$ cat src/rtl/shift_seq_ctrl.sv
// Multi-cycle shift controller: accepts one request, shifts the working
// register one bit per cycle, then returns the result on a valid/ready port.
module shift_seq_ctrl #(
  parameter int WIDTH = 32,
  parameter int SHW   = 5
) (
  input  logic             clock,
  input  logic             reset,
  input  logic             in_valid,
  output logic             in_ready,
  input  logic [WIDTH-1:0] in_data,
  input  logic [SHW-1:0]   in_shamt,
  input  logic [1:0]       in_op,
  output logic             out_valid,
  input  logic             out_ready,
  output logic [WIDTH-1:0] out_data,
  output logic             busy
);

  typedef enum logic [1:0] {IDLE, SHIFT, DONE} state_t;
  typedef enum logic [1:0] {OP_SLL, OP_SRL, OP_SRA, OP_ROL} op_t;

  state_t           state;
  op_t              op;
  logic [WIDTH-1:0] work;
  logic [SHW-1:0]   count;

  // One single-position step of the shift datapath.
  function automatic logic [WIDTH-1:0] step(input logic [WIDTH-1:0] w, input op_t o);
    case (o)
      OP_SLL:  step = {w[WIDTH-2:0], 1'b0};
      OP_SRL:  step = {1'b0, w[WIDTH-1:1]};
      OP_SRA:  step = {w[WIDTH-1], w[WIDTH-1:1]};
      default: step = {w[WIDTH-2:0], w[WIDTH-1]};
    endcase
  endfunction

  // NOTE: every register here uses <= so all decisions see pre-edge values;
  // handshake outputs are registers, so no input reaches an output combinationally.
  always_ff @(posedge clock) begin
    if (reset) begin
      state     <= IDLE;
      op        <= OP_SLL;
      work      <= '0;
      count     <= '0;
      in_ready  <= 1'b1;
      out_valid <= 1'b0;
      out_data  <= '0;
      busy      <= 1'b0;
    end else begin
      case (state)
        IDLE: begin
          if (in_valid) begin
            work     <= in_data;
            op       <= op_t'(in_op);
            count    <= in_shamt;
            in_ready <= 1'b0;
            busy     <= 1'b1;
            if (in_shamt != '0) begin
              state <= SHIFT;
            end else begin
              state     <= DONE;
              out_valid <= 1'b1;
              out_data  <= in_data;
            end
          end
        end

        SHIFT: begin
          work  <= step(work, op);
          count <= (count != '0) ? count - SHW'(1) : '0;
          if (count <= SHW'(1)) begin
            state     <= DONE;
            out_valid <= 1'b1;
            out_data  <= step(work, op);
          end
        end

        DONE: begin
          if (out_ready) begin
            state     <= IDLE;
            out_valid <= 1'b0;
            in_ready  <= 1'b1;
            busy      <= 1'b0;
          end
        end

        default: begin
          state     <= IDLE;
          in_ready  <= 1'b1;
          out_valid <= 1'b0;
          busy      <= 1'b0;
        end
      endcase
    end
  end

endmodule

$ cat config.mk
export PLATFORM = sky130hd
export DESIGN_NAME = shift_seq_ctrl
export DESIGN_NICKNAME = d
export VERILOG_FILES = /design/src/rtl/shift_seq_ctrl.sv
export SDC_FILE = /design/constraint.sdc
export NUM_CORES = 1
export LEC_CHECK = 0
export BUFFER_PORTS_ARGS = -buffer_cell sky130_fd_sc_hd__buf_2
export CAP_MARGIN = 25
export CORE_ASPECT_RATIO = 0.9
export CORE_MARGIN = 2
export CORE_UTILIZATION = 62
export CTS_BUF_LIST = sky130_fd_sc_hd__clkbuf_2 sky130_fd_sc_hd__clkbuf_4 sky130_fd_sc_hd__clkbuf_8
export CTS_CLUSTER_DIAMETER = 120
export DETAILED_ROUTE_END_ITERATION = 6
export PLACE_DENSITY_LB_ADDON = 0.3
export SYNTH_ARGS = -nofsm -noshare
export SYNTH_HDL_FRONTEND = slang
export SYNTH_SLANG_ARGS = --single-unit
export TNS_END_PERCENT = 50
$ cat constraint.sdc
create_clock -name clock -period 5 [get_ports clock]
set_input_delay 0.5 -clock clock [delete_from_list [all_inputs] [get_ports clock]]
set_output_delay 0.5 -clock clock [all_outputs]
set_load 0.05 [all_outputs]
==> impl_metrics.env, run 1 <==
export IMPL_dpl_cell_count=581
export IMPL_final_core_util_pct=72.5
export IMPL_grt_ovfl_total=0
export IMPL_worst_slack_ns=2.77
export IMPL_synthCells=451
export IMPL_pwr_share_comb_pct=34.3
export IMPL_num_nets_final=549
export IMPL_drt_pass1_iter_count=5
export IMPL_num_rows=28
export IMPL_gp_congestion=0.815
export IMPL_core_area_um2=6480
export IMPL_final_hold_violation_count=0
export IMPL_cts_root_buf="clkbuf_8"
export IMPL_fp_dieW_um=89.8
export IMPL_drt_initial_drc_count=193
export IMPL_ios=78
export IMPL_routed_wl_met3_um=563
export IMPL_cts_resized=0
export IMPL_start_kind="flop"
export IMPL_crit_chain="or3_4 -> or4_1 -> buf_8 -> nand4b_1 -> o41ai_1"
export IMPL_ys_types=49
export IMPL_h_tree_depth=3
export IMPL_antenna_left=0
export IMPL_period_minus_slack_ns=2.23
export IMPL_ys_top_cells_by_area="dfxtp_1 37%, mux2i_1 7.3%, or3b_2 6.8%"
export IMPL_final_area_um2=4700
export IMPL_insertion_delay_ns=0.35
export IMPL_cts_tree="built"
export IMPL_power_switching_uw=676
export IMPL_slew_headroom_pct=34.0
export IMPL_status="finished clean"
export IMPL_maxCapViolCount=0
export IMPL_synth_top_area_cell="dfxtp_1"
export IMPL_finalSetupViolCount=0
export IMPL_die_area_um2=7300
export IMPL_synth_warnings=0
export IMPL_clkPwrFrac_pct=26.6
export IMPL_area_growth_pct=14.3
export IMPL_clk_pin_slew_worst_paths_ns=0.08
export IMPL_grt_pass1_wl_um=15800
export IMPL_hold_path_class="input port to flop"
export IMPL_synthFlopType="dfxtp_1"
export IMPL_swShare_pct=35.8
export IMPL_clock_skew_ns=0.00622
export IMPL_wl_um=9610
export IMPL_postCtsHoldBufs=0
export IMPL_cp_slowest_cell="or4_1"
export IMPL_post_cts_buffers=0
export IMPL_mappedNetlistArea_um2=4110
export IMPL_synth_nets=497
export IMPL_antenna_found_initial=0
export IMPL_place_hpwl_um=6120
export IMPL_cp_slowest_stage_delay_ns=0.82
export IMPL_cp_arrival_ns=2.43
export IMPL_post_synth_cell_area_avg_um2=9.11
export IMPL_fin_crit_sh_pct=44.7
export IMPL_grt_pass1_vias=3272
export IMPL_power_leakage_nw=2.04
export IMPL_p_int_mw=1.21
export IMPL_ys_seq_area_share_pct=37.0
export IMPL_clockBufferDepth=2
export IMPL_tns_ns=0
export IMPL_clkSinkCount=76
export IMPL_io_buffers=77
export IMPL_worstPathMaxFanout=16
export IMPL_ys_async_sr_fraction_pct=0
export IMPL_synth_edf_count=0
export IMPL_regArea_um2=1520
export IMPL_dr_max_layer_used="met4"
export IMPL_multi_input_area_um2=2360
export IMPL_fmax_ghz=0.448
export IMPL_rsz0062_at_grt="no"
export IMPL_grt_max_degree=62
export IMPL_worst_setup_path_type="flop to flop"
export IMPL_m1WireLength_um=4570
export IMPL_synth_seq_cells=76
export IMPL_finalNonFillerCells=596
export IMPL_vias_per_cell=6.09
export IMPL_die_height_um=81.2
export IMPL_vias=3631
export IMPL_post_dp_cell_area_um2=4460
export IMPL_met2_length_um=4380
export IMPL_end_kind="flop"
export IMPL_power_density_nw_per_um2=402
export IMPL_fillerInstances=488
export IMPL_initial_core_util_pct=63.4
export IMPL_worstMarginPinSlew_ns=0.990
export IMPL_final_max_slew_viol_count=0
export IMPL_ir_drop_v=0.000249
export IMPL_synth_top_cell_area_share_pct=37.0
export IMPL_numCtsBuffers=9
export IMPL_drcViolationCount=0
export IMPL_n_antenna_cell=0
export IMPL_pwr_share_seq_pct=39.1
export IMPL_grt_total_usage_pct=26.4
export IMPL_drive_gt1_share_pct=31.0
export IMPL_preCtsSetupSlack_ns=2.56
export IMPL_wl_per_cell_um=16.1
export IMPL_worstPathRequired_ns=5.20
==> area by class of cell <==
type / count / share of cell area [%]
flip-flops and latches: 76 / 32.4
clock buffers: 10 / 2.80
inverters: 5 / 0.399
multi-input cells: 325 / 50.2
repair buffers: 86 / 10.2
well taps: 90 / 2.40
clock inverters: 4 / 1.62
==> stage by stage <==
stage | power [mW] | hold slack, ns
finish | 1.89 | 0.392
global route | 1.99 | 0.406
CTS | 1.88 | 0.381
detailed placement | 1.38 | 0.442
global placement | 1.36 | 0.438
floorplan | 1.26 | 0.432
==> sequential cells by signal (all words and copies together), names as in the netlist <==
register / flops
work: 32
in_ready: 1
count: 5
state: 2
busy: 1
out_data: 32
op: 2
out_valid: 1
==> power by group through the flow <==
stage	Sequential (mW)	Clock, mW	Combinational [mW]
floorplan	0.843	0	0.414
global placement	0.748	0	0.615
detailed placement	0.751	0	0.630
CTS	0.739	0.509	0.635
global route	0.750	0.536	0.704
finish	0.740	0.503	0.647
==> kinds of logic (layout without fill, tap and decap cells) <==
kind of cell / after synthesis / in the layout / share of synthesized area [%]
xor gates and xnor gates: 1 / 1 / 0.213
and+or+nand+nor: 192 / 192 / 29.1
muxes: 34 / 34 / 8.40
adders and majority gates: 3 / 3 / 0.913
AOI/OAI and AO/OA: 95 / 95 / 18.3
buffers and inverters: 50 / 105 / 6.00
DFF: 76 / 76 / 37.0
==> cell usage after synthesis (5+ instances only) <==
library cell	n
dfxtp_1	76
nor2_1	41
a21oi_1	38
nand2_1	33
or3b_2	32
mux2i_1	30
nand4b_1	28
or3_1	27
clkbuf_1	25
o41ai_1	17
o41ai_2	12
buf_2	9
nand3_1	5
==> worst max-delay path, delay by kind of cell (launching register included) <==
family	cells	cell delay (ns)
buffers and inverters	1	0.29
AOI/OAI and AO/OA	1	0.07
and+or+nand+nor	3	1.34
DFF	1	0.37
==> routing by layer <==
layer / up-vias / track usage [%]
met5: - / 0
met1: 1722 / 36.3
met3: 9 / 4.64
met4: 0 / 7.08
met2: 123 / 43.6
li1: 1777 / -
==> worst paths after layout <==
kind,to,slack [ns],cells past startpoint,start
max,out_data[2],2.77,5,count[2]
min,op[0],0.39,3,in_op[0]
max reg2reg,out_data[2],2.77,5,count[2]
min reg2reg,work[9],0.45,2,work[9]
==> cell usage in the layout, fill, tap and decap left out, drive strengths merged, types with 10 or more instances in the layout <==
master	count
nand2	33
nor2	42
or3b	32
or3	28
dfxtp	76
nand4b	28
clkbuf	10
a21oi	38
buf	86
o41ai	29
mux2i	30
Note: power is estimated with default switching activity, not from simulation.
==> run 2: changes to the inputs <==
--- a/config.mk
+++ b/config.mk
@@ -9,7 +9,7 @@
 export CAP_MARGIN = 25
 export CORE_ASPECT_RATIO = 0.9
 export CORE_MARGIN = 2
-export CORE_UTILIZATION = 62
+export CORE_UTILIZATION = 52
 export CTS_BUF_LIST = sky130_fd_sc_hd__clkbuf_2 sky130_fd_sc_hd__clkbuf_4 sky130_fd_sc_hd__clkbuf_8
 export CTS_CLUSTER_DIAMETER = 120
 export DETAILED_ROUTE_END_ITERATION = 6
==> constraint.sdc (replaced) <==
create_clock -name clock -period 2 [get_ports clock]
set_input_delay 0.2 -clock clock [delete_from_list [all_inputs] [get_ports clock]]
set_output_delay 0.2 -clock clock [all_outputs]
set_load 0.05 [all_outputs]
==> impl_metrics.env, run 2 (synthesized netlist as in run 1, its figures left out) <==
export IMPL_fillerInstances=662
export IMPL_core_area_um2=7620
export IMPL_drive_gt1_share_pct=32.9
export IMPL_slew_headroom_pct=70.6
export IMPL_vias=3694
export IMPL_post_dp_cell_area_um2=4620
export IMPL_holdPathStages=3
export IMPL_cts_root_buf="clkbuf_8"
export IMPL_fmax_ghz=0.541
export IMPL_maxCapViolCount=0
export IMPL_num_rows=30
export IMPL_fp_dieW_um=97.7
export IMPL_cp_arrival_ns=2.07
export IMPL_area_growth_pct=17.7
export IMPL_cp_slowest_stage_delay_ns=0.50
export IMPL_grt_max_degree=106
export IMPL_antenna_left=0
export IMPL_h_tree_depth=3
export IMPL_reg_largest_list="out_data x32, work x32, count x5"
export IMPL_clock_skew_ns=0.00922
export IMPL_wl_per_cell_um=16.8
export IMPL_rsz0062_at_grt="no"
export IMPL_worstPathMaxFanout=10
export IMPL_cts_tree="built"
export IMPL_gp_congestion=0.850
export IMPL_finalSetupViolCount=0
export IMPL_drt_pass1_iter_count=6
export IMPL_status="finished clean"
export IMPL_final_hold_violation_count=0
export IMPL_crit_chain="buf_4 -> or3b_2 -> mux2i_1 -> or3_1 -> a21oi_1"
export IMPL_clockBufferDepth=2
export IMPL_clk_pin_slew_worst_paths_ns=0.08
export IMPL_tns_ns=0
export IMPL_clkSinkCount=76
export IMPL_period_minus_slack_ns=1.85
export IMPL_layout_commonest_cell="buf_2"
export IMPL_power_leakage_nw=2.12
export IMPL_r2r_cells=5
export IMPL_vias_per_cell=6.01
export IMPL_die_height_um=88.3
export IMPL_start_kind="flop"
export IMPL_worstPathRequired_ns=2.22
export IMPL_worstMarginPinSlew_ns=0.442
export IMPL_grt_ovfl_total=0
export IMPL_grt_pass1_wl_um=17300
export IMPL_worst_setup_path_type="flop to flop"
export IMPL_antenna_found_initial=0
export IMPL_postCtsHoldBufs=0
export IMPL_end_kind="flop"
export IMPL_final_area_um2=4840
export IMPL_wl_um=10300
export IMPL_power_density_nw_per_um2=995
export IMPL_drt_initial_drc_count=310
export IMPL_final_cell_mix="77 x buf_2, 76 x dfxtp_1, 41 x nor2_1"
export IMPL_insertion_delay_ns=0.35
export IMPL_hold_path_class="input port to flop"
export IMPL_fin_crit_sh_pct=92.4
export IMPL_n_antenna_cell=0
export IMPL_die_area_um2=8630
export IMPL_grt_pass1_vias=3505
export IMPL_io_buffers=77
export IMPL_grt_total_usage_pct=24.6
export IMPL_ios=78
export IMPL_cp_slowest_cell="dfxtp_1"
export IMPL_initial_core_util_pct=53.9
export IMPL_numCtsBuffers=9
export IMPL_final_core_util_pct=63.5
export IMPL_ir_drop_v=0.000549
export IMPL_drcViolationCount=0
export IMPL_num_nets_final=561
export IMPL_final_max_slew_viol_count=0
export IMPL_place_hpwl_um=6910
[run 2: cell types whose count changed in the layout (fill, tap and decap cells not counted)]
| cell | before | now |
|---|---|---|
| buf_12 | 0 | 5 |
| buf_16 | 1 | 0 |
| buf_4 | 7 | 16 |
| buf_8 | 1 | 0 |
| clkinv_2 | 0 | 2 |
| clkinv_4 | 1 | 0 |
| nor4b_1 | 2 | 1 |
| nor4b_2 | 0 | 1 |
[run 2: final timing paths]
check                           startpoint       end  slack [ns]
worst max register to register    state[0]  work[20]        0.15
worst min-delay path              in_op[1]     op[1]        0.10
worst min register to register    work[24]  work[24]        0.45
worst max-delay path              state[0]  work[20]        0.15
[run 2: cell type report]
class	instances	area (um^2)	area share, %
clock inverters	5	77.6	1.60
repair buffers	98	606	12.5
well taps	96	120	2.48
flip-flops and latches	76	1520	31.4
clock buffers	10	131	2.72
multi-input cells	325	2360	48.8
inverters	5	18.8	0.388
[run 2: worst max-delay path, delay by kind of cell (launching register included)]
family | cells | cell delay [ns]
compound gates | 1 | 0.06
flops | 1 | 0.50
buf+inv | 1 | 0.23
mux | 1 | 0.28
simple gates | 2 | 0.64
[run 2: per-stage QoR]
| step | setup WS, ns | hold WS (ns) | power (mW) | instances |
|---|---|---|---|---|
| 2_1_floorplan | 0.243 | 0.347 | 3.14 | 451 |
| 5_1_grt | 0.0244 | 0.113 | 5.08 | 615 |
| 3_3_place_gp | 0.219 | 0.440 | 3.52 | 600 |
| 4_1_cts | 0.164 | 0.0903 | 4.83 | 615 |
| 6_report | 0.152 | 0.101 | 4.81 | 615 |
| 3_5_place_dp | 0.186 | 0.442 | 3.56 | 600 |
[run 2: power breakdown]
part / internal (mW) / leakage, nW / switching [mW] / total [mW]
Sequential: 1.72 / 0.623 / 0.133 / 1.85
Combinational: 0.670 / 1.39 / 1.03 / 1.70
Clock: 0.705 / 0.106 / 0.555 / 1.26
[run 2: what timing repair did]
item	4_1_cts	5_1_grt
setup endpoints to repair	0	2
setup buffers	0	0
resized for setup	0	1
[run 2: layer usage]
| layer | vias to the layer above | GRT usage (%) | part of all wire [%] |
|---|---|---|---|
| met1 | 1768 | 32.9 | 46 |
| met5 | - | 0 | 0 |
| met4 | 0 | 5.81 | 1.0 |
| met2 | 114 | 41.4 | 47 |
| li1 | 1800 | - | - |
| met3 | 12 | 5.45 | 5.4 |
==> run 3: changes to the inputs <==
--- a/config.mk
+++ b/config.mk
@@ -8,11 +8,12 @@
 export BUFFER_PORTS_ARGS = -buffer_cell sky130_fd_sc_hd__buf_2
 export CAP_MARGIN = 25
 export CORE_ASPECT_RATIO = 0.9
-export CORE_MARGIN = 2
+export CORE_MARGIN = 3
 export CORE_UTILIZATION = 52
 export CTS_BUF_LIST = sky130_fd_sc_hd__clkbuf_2 sky130_fd_sc_hd__clkbuf_4 sky130_fd_sc_hd__clkbuf_8
 export CTS_CLUSTER_DIAMETER = 120
 export DETAILED_ROUTE_END_ITERATION = 6
+export GPL_TIMING_DRIVEN = 0
 export PLACE_DENSITY_LB_ADDON = 0.3
 export SYNTH_ARGS = -nofsm -noshare
 export SYNTH_HDL_FRONTEND = slang
==> constraint.sdc (replaced) <==
create_clock -name clock -period 2 [get_ports clock]
set_input_delay 0.2 -clock clock [delete_from_list [all_inputs] [get_ports clock]]
set_output_delay 0.2 -clock clock [all_outputs]
set_load 0.005 [all_outputs]
==> impl_metrics.env, run 3 (synthesized netlist as in run 1, its figures left out) <==
export IMPL_hold_ws_ns=0.0907
export IMPL_power_switching_mw=1.52
export IMPL_worstPathMaxFanout=10
export IMPL_finalNonFillerCells=639
export IMPL_grt_pass1_vias=3940
export IMPL_numCtsBuffers=9
export IMPL_antenna_found_initial=0
export IMPL_ios=78
export IMPL_clk_pin_slew_worst_paths_ns=0.08
export IMPL_crit_chain="or3_4 -> or4_1 -> buf_2 -> buf_6 -> nand4b_1 -> o41ai_2"
export IMPL_status="finished clean"
export IMPL_timing_critical_path_buf_inv=2
export IMPL_postCtsHoldBufs=0
export IMPL_maxCapViolCount=0
export IMPL_vias=3933
export IMPL_swShare_pct=31.0
export IMPL_clkPwrFrac_pct=32.3
export IMPL_period_minus_slack_ns=1.95
export IMPL_die_height_um=90.3
export IMPL_grt_ovfl_total=0
export IMPL_initial_core_util_pct=53.9
export IMPL_ir_drop_v=0.000657
export IMPL_vias_per_cell=6.15
export IMPL_layout_commonest_cell="buf_2"
export IMPL_clkSinkCount=76
export IMPL_cp_slowest_cell="or4_1"
export IMPL_hold_path_class="input port to flop"
export IMPL_end_kind="flop"
export IMPL_fin_crit_sh_pct=97.4
export IMPL_drcViolationCount=0
export IMPL_grt_total_usage_pct=26.0
export IMPL_fp_dieW_um=99.7
export IMPL_num_rows=30
export IMPL_slew_headroom_pct=51.2
export IMPL_preCtsSetupSlack_ns=-0.0387
export IMPL_die_area_um2=9010
export IMPL_cp_slowest_stage_delay_ns=0.47
export IMPL_place_hpwl_um=8240
export IMPL_area_growth_pct=19.6
export IMPL_worst_setup_path_type="flop to flop"
export IMPL_wl_per_cell_um=18.2
export IMPL_drt_initial_drc_count=222
export IMPL_final_max_slew_viol_count=0
export IMPL_final_cell_mix="85 x buf_2, 72 x dfxtp_1, 41 x nor2_1"
export IMPL_gp_congestion=0.895
export IMPL_total_power_mw=4.91
export IMPL_core_area_um2=7620
export IMPL_crit_family="simple AND/OR/NAND/NOR gates"
export IMPL_cts_root_buf="clkbuf_8"
export IMPL_pwr_share_seq_pct=37.7
export IMPL_pwr_share_comb_pct=30.0
export IMPL_h_tree_depth=3
export IMPL_fillerInstances=660
export IMPL_io_buffers=76
export IMPL_cp_arrival_ns=2.16
export IMPL_antenna_left=0
export IMPL_n_antenna_cell=0
export IMPL_worstMarginPinSlew_ns=0.732
export IMPL_num_nets_final=585
export IMPL_power_leakage_nw=2.16
export IMPL_drt_pass1_iter_count=5
export IMPL_cts_tree="built"
export IMPL_clockBufferDepth=2
export IMPL_drive_gt1_share_pct=32.8
export IMPL_start_kind="flop"
export IMPL_worstPathRequired_ns=2.21
export IMPL_finalSetupViolCount=0
export IMPL_final_hold_violation_count=0
export IMPL_power_density_nw_per_um2=999
export IMPL_worst_slack_ns=0.0523
export IMPL_clock_skew_ns=0.00688
export IMPL_fmax_ghz=0.513
export IMPL_dpl_cell_count=623
export IMPL_grt_max_degree=13
export IMPL_reg_largest_list="out_data x32, work x32, count x5"
export IMPL_p_int_mw=3.39
export IMPL_insertion_delay_ns=0.35
export IMPL_wl_um=11600
export IMPL_grt_pass1_wl_um=18900
==> run 3: area by class of cell <==
type                       count  area, um^2  area share, %
multi-input combinational    325        2360           47.9
sequential                    76        1530           31.0
timing repair buffer          78         395           8.04
buffer                        44         229           4.66
clock buffer                  11         151           3.08
clock inverter                 4         120           2.44
tap                           96         120           2.44
inverter                       5        18.8          0.382
==> run 3: worst paths after layout <==
kind / from / end / slack (ns) / depth (start not counted)
worst max-delay path: count[4] / out_data[23] / 0.05 / 6
worst min register to register: out_valid / out_valid / 0.45 / 2
worst min-delay path: in_op[1] / op[1] / 0.09 / 3
worst max register to register: count[4] / out_data[23] / 0.05 / 6
==> run 3: stage by stage <==
step	utilization, %	setup TNS, ns	instance area (um^2)
after global placement	60.5	0	4610
final	64.5	0	4920
after CTS	64.1	0	4890
after detailed placement	60.5	-0.169	4610
after global routing	64.5	-0.0187	4920
after floorplan	-	0	4110
==> run 3: timing repair <==
item                                    in CTS  in global routing
pin swaps                                    0                  1
setup buffers                                0                  2
gates resized for setup                      3                  8
endpoints found under the setup margin      20                 53
==> run 3: worst min-delay path, cell delays in order <==
cell     delay [ns]
buf_2          0.08
mux2i_1        0.06
nor2_1         0.07
==> run 3: power by group through the flow <==
stage / Clock, mW / Combinational (mW) / Sequential (mW)
after global routing: 1.66 / 1.62 / 1.87
after floorplan: 0 / 1.03 / 1.85
final: 1.59 / 1.47 / 1.85
after global placement: 0 / 1.39 / 1.86
after CTS: 1.59 / 1.44 / 1.84
after detailed placement: 0 / 1.42 / 1.87
==> run 3: metal layers <==
metal,vias up,global-route usage [%],share of wire (%)
li1,1848,-,-
met1,1873,34.0,43
met2,190,41.2,46
met3,22,6.64,9.0
met4,0,9.22,1.9
met5,-,0,0
